`config.mk`:
```
export PLATFORM = sky130hd
export DESIGN_NAME = snoop_txn_sched
export DESIGN_NICKNAME = d
export VERILOG_FILES = /design/src/rtl/snoop_txn_sched.sv
export SDC_FILE = /design/constraint.sdc
export NUM_CORES = 1
export LEC_CHECK = 0
export ABC_AREA = 1
export BUFFER_PORTS_ARGS = -buffer_cell sky130_fd_sc_hd__buf_2
export CAP_MARGIN = 20
export CORE_AREA = 2 2 156 158
export CTS_CLUSTER_SIZE = 14
export DETAILED_ROUTE_END_ITERATION = 8
export DIE_AREA = 0 0 158 160
export RECOVER_POWER = 50
export SLEW_MARGIN = 20
export SYNTH_ARGS = -nofsm -noshare
export SYNTH_HDL_FRONTEND = slang
export SYNTH_SLANG_ARGS = --single-unit
```
`constraint.sdc`:
```
create_clock -name ACLK -period 3.27 [get_ports ACLK]
set_clock_uncertainty 0.2 [all_clocks]
set_input_delay 0.654 -clock ACLK [delete_from_list [all_inputs] [get_ports ACLK]]
set_output_delay 0.654 -clock ACLK [all_outputs]
set_load 0.01 [all_outputs]
```
`src/rtl/snoop_txn_sched.sv`:
```
// snoop_txn_sched: schedules ACE snoops for NUM_MASTERS initiators and sequences the line aggregator.
// Latency: grant -> AC broadcast next cycle; CR collection -> WAIT_AGGR; verdict -> completion next cycle.
// Backpressure: AC held per target until ac_ready; completion held until cmp_ready; requests stay pending while busy.
// Ports: ACLK/ARESET; req_* (request side), ac_*/cr_* (snoop channels), crresp_vld/aggr_* (aggregator),
//        cmp_* (completion to initiator), busy (any state except IDLE).
module snoop_txn_sched #(
  parameter int NUM_MASTERS = 8,
  parameter int ADDR_W      = 32,
  parameter int TIMEOUT_CYC = 256
) (
  input  logic                          ACLK,
  input  logic                          ARESET,
  input  logic [NUM_MASTERS-1:0]        req_vld,
  input  logic [NUM_MASTERS*ADDR_W-1:0] req_addr,
  input  logic [NUM_MASTERS*4-1:0]      req_snoop,
  output logic [NUM_MASTERS-1:0]        req_rdy,
  output logic [NUM_MASTERS-1:0]        ac_valid,
  input  logic [NUM_MASTERS-1:0]        ac_ready,
  output logic [ADDR_W-1:0]             ac_addr,
  output logic [3:0]                    ac_snoop,
  input  logic [NUM_MASTERS-1:0]        cr_valid,
  output logic [NUM_MASTERS-1:0]        cr_ready,
  output logic [NUM_MASTERS-1:0]        crresp_vld,
  output logic                          aggr_clear,
  input  logic                          aggr_data_rdy,
  input  logic                          aggr_no_data,
  output logic [NUM_MASTERS-1:0]        cmp_valid,
  input  logic [NUM_MASTERS-1:0]        cmp_ready,
  output logic                          cmp_nodata,
  output logic                          cmp_err,
  output logic                          busy
);

  localparam int IDW = (NUM_MASTERS > 1) ? $clog2(NUM_MASTERS) : 1;
  localparam int TW  = $clog2(TIMEOUT_CYC);
  localparam logic [NUM_MASTERS-1:0] ONE      = NUM_MASTERS'(1);
  localparam logic [IDW-1:0]         LAST_ID  = IDW'(NUM_MASTERS - 1);
  localparam logic [TW-1:0]          TMO_LAST = TW'(TIMEOUT_CYC - 1);

  typedef enum logic [2:0] {IDLE, SNOOP, WAIT_AGGR, COMPLETE, CLEAR} state_t;

  state_t                 state;
  logic [IDW-1:0]         rr_ptr;
  logic [IDW-1:0]         init_id;
  logic [NUM_MASTERS-1:0] ac_done;
  logic [NUM_MASTERS-1:0] collected;
  logic [TW-1:0]          tmo_cnt;

  logic                   grant_vld;
  logic [IDW-1:0]         grant_id;
  logic [IDW-1:0]         cand;
  int                     rr_idx;
  logic [ADDR_W-1:0]      grant_addr;
  logic [3:0]             grant_snoop;
  logic [NUM_MASTERS-1:0] init_mask;
  logic [NUM_MASTERS-1:0] tgt_mask;
  logic [NUM_MASTERS-1:0] ac_done_nxt;
  logic [NUM_MASTERS-1:0] coll_nxt;

  // Round-robin search: walk from the farthest candidate back to rr_ptr so the
  // nearest pending requester (lowest offset) is the last, winning assignment.
  always_comb begin
    grant_vld = 1'b0;
    grant_id  = '0;
    rr_idx    = 0;
    cand      = '0;
    for (int k = NUM_MASTERS - 1; k >= 0; k--) begin
      rr_idx = (int'(rr_ptr) + k) % NUM_MASTERS;
      cand   = IDW'(rr_idx);
      if (req_vld[cand]) begin
        grant_vld = 1'b1;
        grant_id  = cand;
      end
    end
  end

  always_comb begin
    grant_addr  = '0;
    grant_snoop = '0;
    for (int i = 0; i < NUM_MASTERS; i++) begin
      if (grant_id == IDW'(i)) begin
        grant_addr  = req_addr[i*ADDR_W +: ADDR_W];
        grant_snoop = req_snoop[i*4 +: 4];
      end
    end
  end

  assign init_mask   = ONE << init_id;
  assign tgt_mask    = ~init_mask;
  assign ac_done_nxt = ac_done | (ac_valid & ac_ready);
  // cr_ready is registered from ac_done, so a CR presented in the same cycle
  // as its own AC handshake sees cr_ready low and must be held one more cycle.
  assign coll_nxt    = collected | (cr_valid & cr_ready);
  assign busy        = (state != IDLE);

  always_ff @(posedge ACLK) begin
    if (ARESET) begin
      state      <= IDLE;
      rr_ptr     <= '0;
      init_id    <= '0;
      ac_done    <= '0;
      collected  <= '0;
      tmo_cnt    <= '0;
      req_rdy    <= '0;
      ac_valid   <= '0;
      ac_addr    <= '0;
      ac_snoop   <= '0;
      cr_ready   <= '0;
      crresp_vld <= '0;
      aggr_clear <= 1'b0;
      cmp_valid  <= '0;
      cmp_nodata <= 1'b0;
      cmp_err    <= 1'b0;
    end else begin
      req_rdy    <= '0;
      aggr_clear <= 1'b0;
      case (state)
        IDLE: begin
          if (grant_vld) begin
            init_id    <= grant_id;
            ac_addr    <= grant_addr;
            ac_snoop   <= grant_snoop;
            req_rdy    <= ONE << grant_id;
            ac_valid   <= ~(ONE << grant_id);
            crresp_vld <= ONE << grant_id;
            ac_done    <= '0;
            collected  <= '0;
            cr_ready   <= '0;
            state      <= SNOOP;
          end
        end
        SNOOP: begin
          ac_valid   <= ac_valid & ~ac_ready;
          ac_done    <= ac_done_nxt;
          collected  <= coll_nxt;
          cr_ready   <= ac_done_nxt & ~coll_nxt;
          crresp_vld <= coll_nxt | init_mask;
          // With a single master the target mask is empty and this exits at once.
          if ((coll_nxt & tgt_mask) == tgt_mask) begin
            tmo_cnt <= '0;
            state   <= WAIT_AGGR;
          end
        end
        WAIT_AGGR: begin
          if (aggr_data_rdy) begin
            cmp_valid  <= init_mask;
            cmp_nodata <= 1'b0;
            cmp_err    <= 1'b0;
            state      <= COMPLETE;
          end else if (aggr_no_data) begin
            cmp_valid  <= init_mask;
            cmp_nodata <= 1'b1;
            cmp_err    <= 1'b0;
            state      <= COMPLETE;
          end else if (tmo_cnt == TMO_LAST) begin
            cmp_valid  <= init_mask;
            cmp_nodata <= 1'b0;
            cmp_err    <= 1'b1;
            state      <= COMPLETE;
          end else begin
            tmo_cnt <= tmo_cnt + TW'(1);
          end
        end
        COMPLETE: begin
          if (|(cmp_ready & init_mask)) begin
            cmp_valid  <= '0;
            cmp_nodata <= 1'b0;
            cmp_err    <= 1'b0;
            aggr_clear <= 1'b1;
            collected  <= '0;
            ac_done    <= '0;
            crresp_vld <= '0;
            state      <= CLEAR;
          end
        end
        CLEAR: begin
          rr_ptr <= (init_id == LAST_ID) ? '0 : init_id + IDW'(1);
          state  <= IDLE;
        end
        default: state <= IDLE;
      endcase
    end
  end

endmodule

```
==> results of run 1 <==
## cell families (layout without fill, tap and decap cells)
group | Yosys count | count (layout) | synth area share (%)
and+or+nand+nor | 728 | 728 | 43.7
DFF | 112 | 112 | 29.0
other | 0 | 9 | 0
xor gates and xnor gates | 5 | 5 | 0.566
buffers and inverters | 179 | 568 | 10.9
adders and majority gates | 9 | 9 | 1.46
AOI/OAI and AO/OA | 202 | 202 | 14.4
## routing by layer
metal,track usage [%],up-vias,wire length [um]
met1,32.2,4534,13900
met3,4.37,55,2370
met2,42.3,405,15700
met4,8.64,0,941
met5,0,-,0
li1,-,4964,-
## state kept, by name, summed over array words and instances (netlist names), 3 cells and up
signal and cells:
state 3, ac_addr 32, crresp_vld 8, req_rdy 8, init_id 3, cmp_valid 8, cr_ready 8, collected 8
ac_done 8, ac_snoop 4, tmo_cnt 8, ac_valid 8, rr_ptr 3
## final cells by class
| cell class | instances | area share, % |
|---|---|---|
| diodes | 9 | 0.212 |
| clock buffers | 10 | 2.25 |
| clock inverters | 6 | 0.661 |
| inverters | 92 | 3.35 |
| multi-input cells | 944 | 44.6 |
| flip-flops and latches | 112 | 21.2 |
| well taps | 324 | 3.82 |
| repair buffers | 460 | 23.9 |
## power groups by stage
stage / combinational, mW / clock (mW) / sequential (mW)
6_report: 4.16 / 1.17 / 1.99
5_1_grt: 4.63 / 1.25 / 2.03
3_5_place_dp: 4.18 / 0 / 2.00
4_1_cts: 4.19 / 1.20 / 1.98
3_3_place_gp: 4.15 / 0 / 2.01
2_1_floorplan: 2.50 / 0 / 2.13
## worst paths after layout
check,from,to,slack (ns)
setup / recovery,rr_ptr[0],ac_addr[0],0.25
hold / removal,collected[3],collected[3],0.26
setup reg to reg,rr_ptr[0],ac_addr[0],0.25
hold reg to reg,collected[3],collected[3],0.26
## worst register-to-register path: cells and delay by family, from the launching register on
family / cells / cell delay, ns
simple gates: 11 / 1.15
buf+inv: 5 / 0.59
flops: 1 / 0.34
compound gates: 2 / 0.24
fa+ha+maj: 1 / 0.23
xor+xnor: 1 / 0.20
## Yosys cell counts (all sizes together)
cell and count:
nor2 198, clkinv 1, nor4 1, a21o 3, or2 6, nand4 145
o21a 2, nand3b 2, a22oi 1, clkbuf 29, a21oi 148, nor3 8
nor3b 2, xor2 3, xnor2 2, o22ai 1, o21ai 35, and3 1
inv 91, a211oi 3, nand2 275, o41ai 1, ha 9, a221oi 2
buf 58, o221a 3, a31oi 3, and2 1, dfxtp 112, nand3 89
## stage by stage
stage	power (mW)	utilization, %	instance area [um^2]	TNS, ns	hold slack [ns]
2_1_floorplan	4.63	-	7740	0	0.241
3_5_place_dp	6.18	42.9	10200	0	0.253
6_report	7.32	44.5	10600	0	0.263
4_1_cts	7.37	44.2	10500	0	0.264
5_1_grt	7.91	44.5	10600	-0.00698	0.284
3_3_place_gp	6.16	42.9	10200	0	0.248
## repair_timing
item	4_1_cts	5_1_grt
setup endpoints to repair	0	39
buffers inserted	0	6
gates resized for setup	0	23
hold endpoints to repair	0	0
==> results.ini, run 1 <==
[die]
core_area_mm2=0.0238
rows=57
die_y_um=160
die_x_um=158
die-area_mm2=0.0253
ioPinCount=404
start_util_pct=32.5

[timing]
min_period_ns=3.02
slew_viol_final=0
setup_violations=0
relSlewSlack_pct=25.2
tightest_slew_ns=1.12
hold_viol_final=0
fmax_mhz=331
period_share_pct=92.5
setup_slack_ns=0.246

[placed_design]
place.gp.congestion=0.960
port_buffers=403
place_ws_ns=0.0823
dpl.cell_count=1926
hpwlAfterDp_um=25100

[routing]
num_vias=9958
routed_wl_um=32900
antenna_left=0
routedWlPerCell_um=16.8
dr.pass1.iters=6
drt_iter0_drc=615
drt-vias-per-instance=5.09
remaining_drc_errors=0

[power]
peakVddDrop_mv=0.385
seqPwrFrac_pct=27.2
power.leakage_nw=4.89
clock_power_share_pct=16.0
combPwrFrac_pct=56.8
power_density_mw_per_mm2=690
swShare_pct=47.6
power.switching_mw=3.48
p_int_mw=3.84

[clock_network]
ctsHoldBuffers=0
numCtsBuffers=9
clk_pin_slew_ns=0.09
cts_buffer_depth=2
cts_tree=done
clkLatencyLatePin_ns=0.36
ctsRootBufferMaster=clkbuf_16
cts_sinks=112
htree_levels=3

[global_route]
globalRouteTotalUtil_pct=25.1
grt_start_max_net_pins=59
grt_pass1_wl_um=49700
grt-ovfl-total=0
antenna_found_initial=9
grt_pass1_vias=9311

[worst_setup_path]
path_cells=buf_4 -> ha_2 -> xnor2_2 -> nand3_1 -> nand2_2 -> inv_2 -> a21oi_2 -> nand2_1 -> nand2_1 -> nand3_1 -> nand2_4 -> inv_6 -> nor3_4 -> inv_2 -> buf_12 -> nor2_1 -> nor2_1 -> nand4_1 -> nand2_1 -> a21oi_1
crit_arrival_ns=3.13
path_buf_inv=5
cp.required_ns=3.37
critPathSlowestCell=dfxtp_2
critPathKind=reg -> reg
endpoint_kind=flop
critical_path.max_stage_delay_ns=0.34
cp_max_fo=25
startpoint_type=flop
crit_family=simple AND/OR/NAND/NOR gates
cp_num_cells=20
rr_worst_depth=20
cp_common_cell=nand2_1

[final_layout]
fillers=2717
multi_input_area_mm2=0.00473
nNetsFinal=1952
fin_cells=1957
layout_common_cells=buf_2, nand2_1, nor2_1
syn_to_final_growth_pct=37.0
regArea_mm2=0.00224
mostFrequentLayoutCell=buf_2
drive_above_1_share_pct=28.4

[synth]
yosysTopAreaCell=dfxtp_1
syn-num-nets=1568
ys_ff_latch=112
synth.area.top_cells=dfxtp_1, nand2_1, nand4_1
synth.top_cell.area_share_pct=29.0
synth_area_mm2=0.00774
yosys_warnings=0
yosysUniqueCellTypes=45
avgSynthCellArea_um2=6.27
synth_seq_area_share_pct=29.0
syn-instance-count=1235

[min_path]
holdCritPathClass=reg -> reg
hold_depth=2

[job]
maxCapViolations=0

[outcome]
status=complete, no violations

No activity file was read; power rests on OpenSTA's default activity.
==> inputs of run 2 (changes only) <==
==> constraint.sdc (replaced) <==
create_clock -name ACLK -period 2.5 [get_ports ACLK]
set_clock_uncertainty 0.2 [all_clocks]
set_input_delay 0.5 -clock ACLK [delete_from_list [all_inputs] [get_ports ACLK]]
set_output_delay 0.5 -clock ACLK [all_outputs]
set_load 0.01 [all_outputs]
==> run 2 against run 1 <==
The run now ends with setup timing left. Non-clock buffer count is 100 higher. Clock power is 36% higher. Via count up 6.8%. Routed wire length grew 14%. Die area is the same. Critical path depth up 1. Total power increased by 55%. Final cell count rose by 5.1%. Largest cell class unchanged. Largest power group unchanged.
==> results.ini, run 2 (synthesis results as in run 1) <==
[routing]
drt-vias-per-instance=5.17  ; was 5.09
antenna_left=0  ; unchanged
routedWlPerCell_um=18.2  ; was 16.8 um
remaining_drc_errors=0  ; unchanged
drt_iter0_drc=716  ; was 615
routed_wl_um=37500  ; was 32,900 um
dr.pass1.iters=7  ; was 6
num_vias=10600  ; was 9,958

[final_layout]
drive_above_1_share_pct=42.0  ; was 28.4%
layout_common_cells=buf_2, nand2_1, nand4_1  ; was buf_2, nand2_1, nor2_1
nNetsFinal=2054  ; was 1,952
stdcell_area_mm2=0.0127  ; was 0.0106 mm^2
largest_register_ff_count=32  ; unchanged
mostFrequentLayoutCell=buf_2  ; unchanged
fillers=2453  ; was 2,717
syn_to_final_growth_pct=63.7  ; was 37.0%
top_register=ac_addr  ; unchanged

[die]
die-area_mm2=0.0253  ; unchanged
die_y_um=160  ; unchanged
start_util_pct=32.5  ; unchanged
core_area_mm2=0.0238  ; unchanged
ioPinCount=404  ; unchanged
rows=57  ; unchanged
die_x_um=158  ; unchanged

[placed_design]
hpwlAfterDp_um=26000  ; was 25,100 um
place_ws_ns=-0.447  ; was 0.0823 ns
post_dp_cell_area_mm2=0.0109  ; was 0.0102 mm^2
place.gp.congestion=0.937  ; was 0.960
port_buffers=403  ; unchanged

[worst_setup_path]
cp.required_ns=2.53  ; was 3.37 ns
endpoint_kind=flop  ; unchanged
rr_worst_depth=21  ; was 20
path_cells=inv_6 -> ha_4 -> inv_8 -> nand3_4 -> nand3_4 -> nand2_4 -> inv_4 -> a21oi_4 -> nand2_1 -> nand2_1 -> nand3_2 -> nand2_4 -> inv_8 -> buf_12 -> buf_12 -> nand4_1 -> nand3_1 -> nor2_1 -> nand4_1 -> nand2_1 -> a21oi_2  ; was buf_4 -> ha_2 -> xnor2_2 -> nand3_1 -> nand2_2 -> inv_2 -> a21oi_2 -> nand2_1 -> nand2_1 -> nand3_1 -> nand2_4 -> inv_6 -> nor3_4 -> inv_2 -> buf_12 -> nor2_1 -> nor2_1 -> nand4_1 -> nand2_1 -> a21oi_1
critical_path.max_stage_delay_ns=0.39  ; was 0.34 ns
crit_family=simple AND/OR/NAND/NOR gates  ; unchanged
path_buf_inv=6  ; was 5
rr_endpoint=ac_addr[0]  ; unchanged
r2r-start=rr_ptr[0]  ; unchanged
r2r_slack_ns=-0.46  ; was 0.25 ns
critPathSlowestCell=dfxtp_4  ; was dfxtp_2
startpoint_type=flop  ; unchanged
cp_common_cell=nand2_1  ; unchanged
cp_max_fo=6  ; was 25
crit_arrival_ns=2.99  ; was 3.13 ns
critPathKind=reg -> reg  ; unchanged

[clock_network]
numCtsBuffers=9  ; unchanged
clkLatencyLatePin_ns=0.38  ; was 0.36 ns
ctsHoldBuffers=0  ; unchanged
ctsRootBufferMaster=clkbuf_16  ; unchanged
clk_pin_slew_ns=0.09  ; about the same
htree_levels=3  ; unchanged
cts_sinks=112  ; unchanged
cts_buffer_depth=2  ; unchanged
cts_tree=done  ; unchanged

[timing]
setup-tns-final_ns=-24.55  ; was 0 ns
setup_violations=92  ; was 0
hold_viol_final=0  ; unchanged
slew_viol_final=0  ; unchanged
rsz0062_at_grt=true
tightest_slew_ns=0.619  ; was 1.12 ns
setup_slack_ns=-0.461  ; was 0.246 ns
relSlewSlack_pct=58.7  ; was 25.2%
min_period_ns=2.96  ; was 3.02 ns
period_share_pct=118  ; was 92.5%
fmax_mhz=338  ; was 331 MHz
timing.hold.ws_ns=0.211  ; was 0.263 ns

[min_path]
hold_path_startpoint=aggr_no_data  ; was collected[3]
holdCritPathClass=in -> reg  ; was reg -> reg
hold_depth=3  ; was 2
whs_endpoint=cmp_nodata  ; was collected[3]

[global_route]
grt_pass1_wl_um=54400  ; was 49,700 um
grt_start_max_net_pins=44  ; was 59
globalRouteTotalUtil_pct=27.8  ; was 25.1%
grt-ovfl-total=0  ; unchanged
grt_pass1_vias=9998  ; was 9,311
antenna_found_initial=8  ; was 9

[outcome]
status=finished, violations left  ; was complete, no violations
violations=setup timing

[power]
peakVddDrop_mv=0.457  ; was 0.385 mV
power_density_mw_per_mm2=897  ; was 690 mW/mm^2
power.leakage_nw=5.85  ; was 4.89 nW

[job]
maxCapViolations=0  ; unchanged

## run 2: changes by cell type in the layout (fill, tap and decap cells not counted), moves of 16 or more
cell,previous run,this run
nand3_2,5,26
nor2_4,2,23
nor2_2,3,32
buf_6,3,19
buf_4,38,97
nor2_1,193,143
nand3_1,84,55
clkbuf_1,82,45
buf_2,322,357
## run 2: worst max path at each step
stage	end	depth (start not counted)	from	slack, ns
after CTS	ac_addr[0]	21	rr_ptr[0]	-0.38
final	ac_addr[0]	21	rr_ptr[0]	-0.46
after global placement	ac_addr[6]	16	req_vld[5]	-0.47
after detailed placement	ac_addr[27]	20	rr_ptr[1]	-0.45
after global routing	ac_addr[20]	23	rr_ptr[0]	-0.65
after floorplan	ac_addr[11]	27	rr_ptr[0]	-0.38
## run 2: what timing repair did
item	CTS	global route
setup buffers	19	9
pin swaps	19	23
setup endpoints to repair	99	99
gates resized for setup	119	97
gates cloned	12	7
## run 2: final cells by class
cell class,instances,area (um^2),area share (%)
Tap cell,324,405,3.20
Clock buffer,9,225,1.78
Multi-Input combinational cell,945,5420,42.8
Inverter,92,402,3.17
Timing Repair inverter,1,7.51,0.0593
Clock inverter,7,91.3,0.721
Sequential cell,112,2250,17.8
Antenna cell,7,17.5,0.138
Timing Repair Buffer,560,3850,30.4
## run 2: worst register-to-register path: cells and delay by family (launching register included)
kind / cells / cell delay [ns]
flops: 1 / 0.39
compound gates: 2 / 0.18
fa+ha+maj: 1 / 0.35
buf+inv: 6 / 0.50
simple gates: 12 / 1.23
## run 2: metal layers
layer / track usage (%) / vias up / wire, um
li1: - / 5170 / -
met1: 34.5 / 4914 / 15100
met2: 48.4 / 465 / 18600
met3: 4.40 / 81 / 2530
met4: 9.91 / 2 / 1240
met5: 0 / - / 13
## run 2: metrics by stage
step           std cells  utilization, %  total power, mW
2_1_floorplan       1235               -             6.22
3_3_place_gp        1988            45.8             8.57
3_5_place_dp        1988            45.8             8.62
4_1_cts             2035            50.8             10.9
5_1_grt             2057            53.2             12.2
6_report            2057            53.2             11.4
## run 2: power breakdown
part | switching, mW | leakage [nW] | internal, mW
clock network | 0.852 | 0.153 | 0.740
logic | 4.10 | 4.78 | 3.05
registers | 0.335 | 0.917 | 2.29
total | 5.29 | 5.85 | 6.08
==> inputs of run 3 (changes only) <==
--- a/config.mk
+++ b/config.mk
@@ -6,12 +6,12 @@
 export NUM_CORES = 1
 export LEC_CHECK = 0
 export ABC_AREA = 1
-export BUFFER_PORTS_ARGS = -buffer_cell sky130_fd_sc_hd__buf_2
 export CAP_MARGIN = 20
 export CORE_AREA = 2 2 156 158
 export CTS_CLUSTER_SIZE = 14
 export DETAILED_ROUTE_END_ITERATION = 8
 export DIE_AREA = 0 0 158 160
+export DONT_BUFFER_PORTS = 1
 export RECOVER_POWER = 50
 export SLEW_MARGIN = 20
 export SYNTH_ARGS = -nofsm -noshare
==> run 3 against run 2 <==
The run still ends with setup timing left. Worst hold slack lost 0.13 ns. Via count shrank 15%. Utilization shrank 9.9 points. Non-clock buffer count shrank 403. Flip-flop and latch count is the same. Register-to-register slack is essentially flat. Fmax is essentially flat. Sequential share of layout area grew 4.1 points. First-iteration DRC count shrank 3.2%. Routed wire length shrank 12%. Cell area shrank 19%. Highest routed layer is now met4.
==> results.ini, run 3 (synthesis results as in run 1) <==
[clock_network]
clk_pin_slew_ns=0.09  ; about the same
cts_sinks=112  ; unchanged
clkLatencyLatePin_ns=0.37  ; was 0.38 ns
ctsRootBufferMaster=clkbuf_16  ; unchanged
htree_levels=3  ; unchanged
numCtsBuffers=9  ; unchanged
cts_buffer_depth=2  ; unchanged
cts_tree=done  ; unchanged

[global_route]
grt-ovfl-total=0  ; unchanged
antenna_found_initial=2  ; was 8
grt_pass1_wl_um=47600  ; was 54,400 um
globalRouteTotalUtil_pct=24.5  ; was 27.8%
grt_start_max_net_pins=76  ; was 44
grt_pass1_vias=8493  ; was 9,998

[routing]
routedWlPerCell_um=20.1  ; was 18.2 um
dr.pass1.iters=7  ; unchanged
num_vias=9053  ; was 10,600
drt_iter0_drc=693  ; was 716
routed_wl_um=33100  ; was 37,500 um
drt-vias-per-instance=5.49  ; was 5.17
antenna_left=0  ; unchanged
remaining_drc_errors=0  ; unchanged

[die]
die_x_um=158  ; unchanged
start_util_pct=32.5  ; unchanged
rows=57  ; unchanged
ioPinCount=404  ; unchanged
core_area_mm2=0.0238  ; unchanged
die_y_um=160  ; unchanged
die-area_mm2=0.0253  ; unchanged

[timing]
slew_viol_final=0  ; unchanged
relSlewSlack_pct=42.2  ; was 58.7%
min_period_ns=2.96  ; about the same
setup-tns-final_ns=-23.09  ; was -24.55 ns
tightest_slew_ns=0.864  ; was 0.619 ns
hold_viol_final=0  ; unchanged
setup_violations=87  ; was 92
fmax_mhz=338  ; about the same
period_share_pct=118  ; about the same
setup_slack_ns=-0.459  ; was -0.461 ns
rsz0062_at_grt=true  ; unchanged
timing.hold.ws_ns=0.0839  ; was 0.211 ns

[power]
power_density_mw_per_mm2=1020  ; was 897 mW/mm^2
peakVddDrop_mv=0.477  ; was 0.457 mV
p_int_mw=5.65  ; was 6.08 mW
swShare_pct=46.4  ; was 46.5%
clock_power_share_pct=15.0  ; was 14.0%
combPwrFrac_pct=57.3  ; was 62.9%
power.leakage_nw=4.29  ; was 5.85 nW
power.switching_mw=4.89  ; was 5.29 mW
seqPwrFrac_pct=27.8  ; was 23.1%

[outcome]
status=finished, violations left  ; unchanged
violations=setup timing  ; unchanged

[final_layout]
fin_cells=1648  ; was 2,057
largest_register_ff_count=32  ; unchanged
nNetsFinal=1650  ; was 2,054
mostFrequentLayoutCell=nand2_1  ; was buf_2
layout_common_cells=nand2_1, nor2_1, nand4_1  ; was buf_2, nand2_1, nand4_1
utilization_pct=43.2  ; was 53.2%
top_register=ac_addr  ; unchanged
drive_above_1_share_pct=24.1  ; was 42.0%
syn_to_final_growth_pct=33.1  ; was 63.7%

[placed_design]
dpl.cell_count=1596  ; was 1,988
port_buffers=0  ; was 403
hpwlAfterDp_um=23500  ; was 26,000 um
place.gp.congestion=0.899  ; was 0.937

[worst_setup_path]
cp.required_ns=2.61  ; was 2.53 ns
crit_arrival_ns=3.07  ; was 2.99 ns
cp_max_fo=9  ; was 6
critPathKind=reg -> reg  ; unchanged
endpoint_kind=flop  ; unchanged
startpoint_type=flop  ; unchanged

[min_path]
holdCritPathClass=in -> reg  ; unchanged

[job]
maxCapViolations=0  ; unchanged

==> run 3: cell count changes in the layout (fill, tap and decap cells not counted), moves of 7 or more <==
cell,previous run,this run
buf_2,357,0
clkbuf_1,45,0
nor2_1,143,184
nor2_2,32,6
nor2_4,23,8
a21oi_1,120,128
a21oi_2,25,17
buf_16,11,4
==> run 3: metrics by stage <==
stage          power (mW)  setup WS (ns)  area [um^2]
5_1_grt              11.3         -0.635        10300
3_5_place_dp         8.08         -0.552         8990
4_1_cts              10.1         -0.420         9860
2_1_floorplan        6.22         -0.383         7940
6_report             10.5         -0.459        10300
3_3_place_gp         8.03         -0.482         8990
==> run 3: timing repair <==
action	4_1_cts	5_1_grt
hold buffers	1	3
pin swaps	34	15
cloned	6	3
resized for setup	75	75
setup endpoints to repair	98	100
endpoints found under the hold margin	49	60
setup buffers	15	8
==> run 3: final cells by class <==
cell class / count / area [um^2]
repair buffers: 157 / 1740
multi-input cells: 944 / 5170
repair inverters: 1 / 7.51
diodes: 2 / 5.00
flip-flops and latches: 112 / 2260
inverters: 92 / 392
clock inverters: 7 / 93.8
well taps: 324 / 405
fillers: 2512 / 13500
clock buffers: 9 / 225
==> run 3: metal layers <==
metal  GRT usage (%)  share of wire (%)
met1            29.1                 39
met3            6.54                8.4
met2            42.9                 50
met4            6.84                2.4
met5               0                  0
==> run 3: power groups by stage <==
stage / clock network (mW) / registers, mW / logic, mW
2_1_floorplan: 0 / 2.78 / 3.44
3_3_place_gp: 0 / 2.95 / 5.09
3_5_place_dp: 0 / 2.95 / 5.14
4_1_cts: 1.64 / 2.91 / 5.50
5_1_grt: 1.69 / 2.99 / 6.61
6_report: 1.58 / 2.93 / 6.04
==> run 3: final timing paths <==
path	slack (ns)	to	startpoint	depth (start not counted)
worst max-delay path	-0.46	ac_addr[8]	rr_ptr[0]	21
worst min-delay path	0.08	cmp_nodata	aggr_no_data	2
worst max register to register	-0.46	ac_addr[8]	rr_ptr[0]	21
worst min register to register	0.27	collected[1]	collected[1]	2
==> run 3: critical path, cell delays in order, from the launching register on <==
cell	delay (ns)
dfxtp_4	0.39
inv_4	0.05
ha_4	0.34
nand3_2	0.14
nand3_4	0.12
nand2_4	0.07
a21oi_1	0.13
nand3_1	0.09
nand2_1	0.06
nand2_1	0.06
nand2_2	0.09
nand2_4	0.07
nand2_8	0.10
buf_4	0.15
nand2_4	0.06
nor2_4	0.13
buf_6	0.13
buf_12	0.14
nand2_2	0.09
nand4_1	0.09
nand2_1	0.06
a21oi_1	0.13
